==> src/rtl/maze_memory_pkg.sv <==
// Shared definitions for the maze cell store:
// FSM encoding, default geometry and cell values.
package maze_memory_pkg;

  typedef enum logic [1:0] {
    EMPTY,
    LOADING,
    READY,
    RESTORING
  } state_t;

  localparam int ROWS_DEF = 16;
  localparam int COLS_DEF = 16;
  localparam int IDX_W    = 4;

  localparam logic WALL = 1'b1;
  localparam logic FREE = 1'b0;

endpackage

==> src/rtl/maze_row_ram.sv <==
// ROWS x COLS bit array: row write/read port plus one
// addressed cell port; out-of-range cells read as wall.
module maze_row_ram
  import maze_memory_pkg::*;
#(
  parameter int ROWS = ROWS_DEF,
  parameter int COLS = COLS_DEF
) (
  input  logic             clk,
  input  logic             rst,
  input  logic             row_we,
  input  logic [IDX_W-1:0] row_sel,
  input  logic [COLS-1:0]  row_wdata,
  output logic [COLS-1:0]  row_rdata,
  input  logic             bit_we,
  input  logic [IDX_W-1:0] bx,
  input  logic [IDX_W-1:0] by,
  input  logic             bit_wdata,
  output logic             bit_rdata
);

  logic [COLS-1:0] mem [ROWS];
  logic            in_rng;

  assign in_rng = (int'(bx) < COLS) && (int'(by) < ROWS);
  assign bit_rdata = in_rng ? mem[by][bx] : WALL;
  assign row_rdata = mem[row_sel];

  always_ff @(posedge clk or negedge rst) begin
    if (!rst) begin
      for (int r = 0; r < ROWS; r++) mem[r] <= '1;
    end else begin
      if (row_we) mem[row_sel] <= row_wdata;
      if (bit_we && in_rng) mem[by][bx] <= bit_wdata;
    end
  end

endmodule

==> src/rtl/maze_memory.sv <==
// Maze cell store: working copy for RD/WR plus a pristine
// shadow copy that restore streams back one row per cycle.
module maze_memory
  import maze_memory_pkg::*;
#(
  parameter int ROWS = ROWS_DEF,
  parameter int COLS = COLS_DEF
) (
  input  logic             clk,
  input  logic             rst,
  input  logic [IDX_W-1:0] X,
  input  logic [IDX_W-1:0] Y,
  input  logic             RD,
  input  logic             WR,
  input  logic             D_in,
  output logic             D_out,
  input  logic             load_start,
  input  logic             load_valid,
  input  logic [COLS-1:0]  load_row,
  input  logic             restore,
  output logic             busy,
  output logic             loaded
);

  localparam logic [IDX_W-1:0] LAST = IDX_W'(ROWS - 1);

  state_t           state, state_nx;
  logic [IDX_W-1:0] row_cnt, row_nx;
  logic             ready;
  logic             work_row_we, shadow_row_we;
  logic [COLS-1:0]  work_row_wdata, shadow_row;
  logic [COLS-1:0]  work_row_unused;
  logic             work_bit, shadow_bit_unused;

  always_ff @(posedge clk or negedge rst) begin
    if (!rst) begin
      state   <= EMPTY;
      row_cnt <= '0;
    end else begin
      state   <= state_nx;
      row_cnt <= row_nx;
    end
  end

  always_comb begin
    state_nx = state;
    row_nx   = row_cnt;
    unique case (state)
      EMPTY: begin
        if (load_start) begin
          state_nx = LOADING;
          row_nx   = '0;
        end
      end
      LOADING: begin
        if (load_valid) begin
          row_nx = row_cnt + 1'b1;
          if (row_cnt == LAST) state_nx = READY;
        end
      end
      READY: begin
        if (load_start) begin
          state_nx = LOADING;
          row_nx   = '0;
        end else if (restore) begin
          state_nx = RESTORING;
          row_nx   = '0;
        end
      end
      RESTORING: begin
        row_nx = row_cnt + 1'b1;
        if (row_cnt == LAST) state_nx = READY;
      end
      default: state_nx = EMPTY;
    endcase
  end

  always_comb begin
    busy           = 1'b0;
    loaded         = 1'b0;
    ready          = 1'b0;
    work_row_we    = 1'b0;
    shadow_row_we  = 1'b0;
    work_row_wdata = load_row;
    unique case (state)
      LOADING: begin
        busy          = 1'b1;
        work_row_we   = load_valid;
        shadow_row_we = load_valid;
      end
      READY: begin
        loaded = 1'b1;
        ready  = 1'b1;
      end
      RESTORING: begin
        busy           = 1'b1;
        loaded         = 1'b1;
        work_row_we    = 1'b1;
        work_row_wdata = shadow_row;
      end
      default: ;
    endcase
  end

  // read samples the pre-write cell; any access while not ready reads wall
  always_ff @(posedge clk or negedge rst) begin
    if (!rst) begin
      D_out <= WALL;
    end else if (ready) begin
      if (RD) D_out <= work_bit;
    end else if (RD || WR) begin
      D_out <= WALL;
    end
  end

  maze_row_ram #(.ROWS(ROWS), .COLS(COLS)) u_work (
    .clk       (clk),
    .rst       (rst),
    .row_we    (work_row_we),
    .row_sel   (row_cnt),
    .row_wdata (work_row_wdata),
    .row_rdata (work_row_unused),
    .bit_we    (ready && WR),
    .bx        (X),
    .by        (Y),
    .bit_wdata (D_in),
    .bit_rdata (work_bit)
  );

  maze_row_ram #(.ROWS(ROWS), .COLS(COLS)) u_shadow (
    .clk       (clk),
    .rst       (rst),
    .row_we    (shadow_row_we),
    .row_sel   (row_cnt),
    .row_wdata (load_row),
    .row_rdata (shadow_row),
    .bit_we    (1'b0),
    .bx        (X),
    .by        (Y),
    .bit_wdata (1'b0),
    .bit_rdata (shadow_bit_unused)
  );

endmodule

==> config.mk <==
export PLATFORM = sky130hd
export DESIGN_NAME = maze_memory
export DESIGN_NICKNAME = d
export VERILOG_FILES = /design/src/rtl/maze_memory_pkg.sv /design/src/rtl/maze_row_ram.sv /design/src/rtl/maze_memory.sv
export SDC_FILE = /design/constraint.sdc
export NUM_CORES = 1
export LEC_CHECK = 0
export CAP_MARGIN = 20
export CORE_ASPECT_RATIO = 0.6
export CORE_MARGIN = 5
export CORE_UTILIZATION = 55
export CTS_CLUSTER_SIZE = 24
export DETAILED_ROUTE_END_ITERATION = 8
export PLACE_DENSITY_LB_ADDON = 0.15
export RECOVER_POWER = 50
export SYNTH_ARGS = -nofsm -noshare
export SYNTH_HDL_FRONTEND = slang
export SYNTH_SLANG_ARGS = --single-unit
export TNS_END_PERCENT = 10
==> constraint.sdc <==
create_clock -name clk -period 3.1 [get_ports clk]
set_input_delay 0.465 -clock clk [delete_from_list [all_inputs] [get_ports clk]]
set_output_delay 0.465 -clock clk [all_outputs]
set_load 0.02 [all_outputs]
After elaboration in Yosys (flattened, before gate mapping) --
Cells that the tools add are included.
Word-level totals: bits in registers 519, memories 0, bits of input ports 32, memory bits (writable) 0, word-level logic and storage cells 102, ROM bits 0, bits in latches 0, output and inout port bits 3
Cells by class: reductions and logical operators 11, eq/ne operators 8, shift operators 0, mux-type cells 39, magnitude comparators 6, multipliers 0, bitwise gates (word level) 2, add/sub/neg operators 1, divide/modulo/power cells 0
Operators by type and width (count):
- $bwmux W256 | 3
- $mux W256 | 2
- $bmux W16 S4 | 2
- $demux W16 S4 | 2
- $mux W16 | 7
- $mux W4 | 4
- $pmux W4 S4 | 1
- $ge A5 B5 Y1 const B | 2
- $lt A5 B1 Y1 const B | 2
- $mux W2 | 5
- $not A4 Y5 | 2
- $mux W1 | 9
- $pmux W2 S4 | 1
- $ne A2 B2 Y1 const B | 3
- $lt A4 B5 Y1 const B | 1
- $add A4 B1 Y4 const B | 1
- $bmux W1 S4 | 1
- $demux W1 S4 | 1
- $eq A2 B2 Y1 const B | 2
- $eq A4 B4 Y1 const B | 1
- $ge A4 B1 Y1 const B | 1
- $logic_and A1 B1 Y1 | 4
- $reduce_or A2 Y1 | 2
- $ne A3 B3 Y1 const B | 1
- 7 further kinds | 7

Depth between registers and ports, before layout --
word-level depth 9, gate-level depth with buffers 11, depth with buffers taken out 7

Hierarchy --
From an unflattened synthesis, not the netlist that was laid out.
Unflattened totals: cells, all modules 3220, area, all modules 35599.1 um2
Modules (own cells, without submodules):
- maze_row_ram at u_shadow | cells an instance 1634, area each 17601.9 um2, sequential area each 6726.5 um2, times used 1
- maze_row_ram at u_work | cells an instance 1526, area each 17316.6 um2, sequential area each 6726.5 um2, times used 1
- maze_memory | cells an instance 60, area each 680.7 um2, sequential area each 176.4 um2, times used 1

Worst setup path after synthesis --
No wires, ideal clock.
kind reg-to-reg, start point register row_cnt[1], end point register u_work.mem[240] (netlist bit), data required time 3022 ps, path buffers 3, library setup time 78 ps, arrival 2475 ps, slack 547 ps, cell stages (with the launch flop) 9, period minus slack after synthesis 2553 ps, cell sequence dfrtp_1 -> buf_2 -> clkbuf_1 -> mux4_2 -> mux4_2 -> mux2i_4 -> buf_6 -> a221oi_2 -> a31o_1
Between the ends: cells in the longest elaborated chain, start to end 9, elaborated cells on any way between the ends 14, those cells by class 2 x order compare; 10 x mux; 1 x bitwise; 1 x reduce/logical
Ends and longest elaborated chain:
- from (decl) | line maze_memory.sv:28 | logic [IDX_W-1:0] row_cnt, row_nx;
- from (signal assigned) | line maze_memory.sv:41 | row_cnt <= row_nx;
- $not A4 Y5 (implied by the code) (*) | line maze_row_ram.sv:27, maze_row_ram.sv:33
- $ge A5 B5 Y1, or another cell as far along
- $logic_and A1 B1 Y1 (implied by the code) / $mux W16 (equally long branches) | line maze_row_ram.sv:33, maze_row_ram.sv:27
- $mux W16 (on tied branches) | line maze_row_ram.sv:33, maze_row_ram.sv:27
- $demux W16 S4 / $mux W16 (equally long branches) | line maze_row_ram.sv:33, maze_memory.sv:85
- $bwmux W256 (*) | line maze_row_ram.sv:33 | if (row_we) mem[row_sel] <= row_wdata;
- $mux W256 (*) | line maze_row_ram.sv:33
- $bwmux W256 | line maze_row_ram.sv:34 | if (bit_we && in_rng) mem[by][bx] <= bit_wdata;
- $mux W256 (*) | line maze_row_ram.sv:34
- to (signal, indexed assignment) | line maze_row_ram.sv:33
- to (signal, indexed assignment) | line maze_row_ram.sv:34
- to (decl) | line maze_row_ram.sv:22 | logic [COLS-1:0] mem [ROWS];
Mark *: on every way between the ends. The rest lies on a longest branch, timed or not. The select of a mux whose other input is x is not followed. A chain may end at the register's enable or synchronous reset.

Worst setup path in the final report --
start point register row_cnt[0], end point register u_work.mem[105] (netlist bit)
Same word-level chain as after synthesis.

==> summary.txt <==
Setup path
  • Critical R2R Launch: row_cnt[0]$_DFFE_PN0P_
  • Critical path origin: row_cnt[0]$_DFFE_PN0P_
  • Worst R2R Setup Slack: around 0.28 ns
  • Reg2reg path depth: 7
  • Worst Setup Start Kind: flop
  • Buf/Inv on CP: 2
  • FF-to-FF End: u_work.mem[105]$_DFF_PN1_
  • CP max stage cell: mux4_2
  • Setup crit end kind: flop
  • Cell family with most CP delay: multiplexers
  • Top cell by count, worst path: mux4_2
  • Arrival time at the worst endpoint: 3.34 ns
  • CP cell instances: buf_12 -> mux4_2 -> mux4_2 -> mux2i_4 -> buf_4 -> a221oi_1 -> a31o_1
  • Worst Path Class, Setup: flop to flop
  • CP peak stage delay: 0.58 ns
  • Worst EP required: 3.62 ns
  • Crit-path max FO: 45

Global route
  • Largest net degree at the start of global routing: 86
  • GRT overflow: 0
  • First-pass GRT wire length: 128 mm
  • Total Routing Usage GR: 30.0%
  • Via count of the first global-routing pass: 20200
  • Initial antenna violation count: 0

Pwr
  • Psw: 9960 uW
  • Pwr/cell area: between 1000 and 1500 mW/mm^2
  • Comb pwr share: 37.9%
  • P_int: 22200 uW
  • Clock network fraction of total power: 19.0%
  • Worst vdd ir: roughly 0.52 mV
  • Part of the power in registers: between 40% and 50%
  • Leak: 0.0115 uW
  • Switching Fraction: between 30 and 40%

STA
  • Worst Tran Pin Value: 2.01 ns
  • Slew margin rel.: -33.7%
  • Setup TNS: 0 ns
  • Fmax: 354 MHz
  • # setup viols final: 0
  • Min Tclk post-route: 2.82 ns
  • Final Max Tran Viols: 283
  • Unrepaired setup endpoints after global routing: false
  • Final Hold Fails: 0
  • Fin crit share: between 90 and 100%
  • Clk_skew: around 0.018 ns

Status
  • Outcome: finished with violations
  • Failing checks: capacitance limit, slew limit

Route
  • # DRC: 0
  • Via count: 20500
  • Antenna Nets Post-Route: 0
  • Drt first pass iters: 6
  • Routed WL: roughly 84 mm
  • Via-to-Cell Ratio: 7.11
  • DR WL/cell: a little under 30 microns
  • Drt first-iter violations: approximately 2200

Layout
  • Antenna cell count: 0
  • Multi-input logic area: 0.0134 sq mm
  • Nets: 2189
  • Most frequent cells in the layout: dfstp_2 (513), nor2_1 (266), mux2_2 (258)
  • Area Overhead vs Synth: 12.4%
  • Reg area: 0.0136 sq mm
  • Final non-filler cell total: 2883
  • Commonest non-fill, non-tap cell in the layout: dfstp_2
  • Layout cell share with drive strength beyond 1: 63.3%
  • Fillers: 3840

Yosys
  • Seq/Total Area, Yosys: 48.6%
  • Post-Syn Nets: roughly 2200
  • Ys Warns: 0
  • Mapped Cells: ~2200
  • EDFF count, synth: 0
  • Library cells used by synthesis: 47
  • Ys flop type: dfstp_2
  • Synth Area per Inst: 12.9 sq um
  • Yosys reg bits: 519
  • Fraction of registers with async set/reset: 100%
  • Post-Syn Area: 0.0280 sq mm

Floorplan
  • Initial Util: between 50% and 60%
  • Chip height: 185 microns
  • Die Area: around 0.056 sq mm
  • Die Wd: 301 microns
  • Rows: 64
  • I/O Pins: 35
  • Core area: 0.0507 sq mm

Placed design
  • Post-DP HPWL: 51.5 mm
  • GPL Wtd Cong: approximately 0.94
  • Dpl cells: approximately 2800
  • # port buffers: 34

Clocking
  • CTS Buffer Depth: 3
  • CTS tree: yes
  • # H-tree levels: 2
  • Worst-Skew Late Latency: ~0.59 ns
  • Clock Pin Slew Worst Setup and Hold Paths: roughly 0.07 ns
  • Root Buffer: clkbuf_16
  • CTS Sinks: 519
  • Resized cells post-CTS: 0
  • Number of buffers created by CTS: 49

Min path
  • Hold Path Class: input port to flop
  • Worst hold path depth: 2
  • Worst hold endpoint: u_work.mem[194]$_DFF_PN1_
  • Hold wc startpoint: D_in

Flow run
  • Max Cap Violations: 4
## Yosys cell counts, drive strengths merged (5+ instances only)
cell type / instances / area (sq um)
mux2: 258 / 2910
nor3: 12 / 60.1
nand3: 6 / 30.0
a31o: 256 / 2240
buf: 62 / 427
clkbuf: 211 / 792
nor2: 317 / 1190
a22oi: 16 / 120
mux4: 143 / 3220
nand2b: 10 / 62.6
nand2: 21 / 78.8
dfrtp: 6 / 150
a221oi: 256 / 2370
mux2i: 28 / 480
dfstp: 513 / 13500
o21ai: 5 / 25.0
nor2b: 8 / 50.1
## final cells by class
cell class / instances / area share [%]
Clock buffer: 68 / 4.41
Clock inverter: 20 / 0.584
Inverter: 4 / 0.0477
Multi-Input combinational cell: 1381 / 42.5
Sequential cell: 519 / 43.3
Tap cell: 693 / 2.75
Timing Repair Buffer: 198 / 6.40
## power groups by stage
stage | clock [uW] | combinational [uW] | sequential, uW
final | 6110 | 12200 | 13900
after global routing | 6480 | 13200 | 14200
after CTS | 6210 | 12200 | 13800
after detailed placement | 0 | 12100 | 13900
after global placement | 0 | 11700 | 13700
after floorplan | 0 | 9590 | 13100
## flip-flops by register name, indices dropped and copies added (netlist names)
signal	flops
u_work.mem	256
row_cnt	4
state	2
D_out	1
u_shadow.mem	256
## per-stage QoR
stage	worst slack, ns	util (%)	cell area [sq um]	power, uW	hold WS [ns]
after floorplan	0.547	-	28000	22700	0.169
after global placement	0.242	59.2	30000	25400	0.532
after detailed placement	0.198	59.2	30000	26000	0.544
after CTS	0.261	62.4	31600	32200	0.422
after global routing	0.164	62.2	31500	33900	0.440
final	0.279	62.2	31500	32200	0.445
## layer usage
metal / GRT usage [%] / up-vias / share of wire (%)
met3: 8.70 / 169 / 10
met2: 42.4 / 1047 / 42
met4: 7.04 / 0 / 2.5
met1: 45.9 / 10800 / 45
li1: - / 8460 / -
met5: 0 / - / 0
## what timing repair did
action                     CTS  global route
setup endpoints to repair    0             0
setup buffers                0             0
hold endpoints to repair     3             0
hold buffers                 1             0
## worst reg2reg max path: stages, from the launching register on
cell and delay (ns):
dfrtp_4 0.46, buf_12 0.35, mux4_2 0.64, mux4_2 0.51
mux2i_4 0.19, buf_4 0.27, a221oi_1 0.12, a31o_1 0.23
## cells by family (layout without fill, tap and decap cells)
| family | Yosys count | after routing | share of synthesized area (%) |
|---|---|---|---|
| buffers and inverters | 277 | 290 | 4.40 |
| multiplexers | 429 | 429 | 23.6 |
| XOR/XNOR | 2 | 2 | 0.0625 |
| AND/OR/NAND/NOR | 393 | 393 | 5.71 |
| AO/OA/AOI/OAI | 553 | 553 | 17.5 |
| flip-flops | 519 | 519 | 48.6 |
| adder cells (fa/ha/maj) | 4 | 4 | 0.178 |
## how the worst max path moves through the flow
| stage | end | cells after the start |
|---|---|---|
| 3_5_place_dp | D_out$_DFFE_PN1P_ | 10 |
| 5_1_grt | u_work.mem[169]$_DFF_PN1_ | 7 |
| 2_1_floorplan | u_work.mem[240]$_DFF_PN1_ | 8 |
| 4_1_cts | u_work.mem[169]$_DFF_PN1_ | 7 |
| 6_report | u_work.mem[105]$_DFF_PN1_ | 7 |
| 3_3_place_gp | D_out$_DFFE_PN1P_ | 10 |
(Power assumes the default switching activity.)
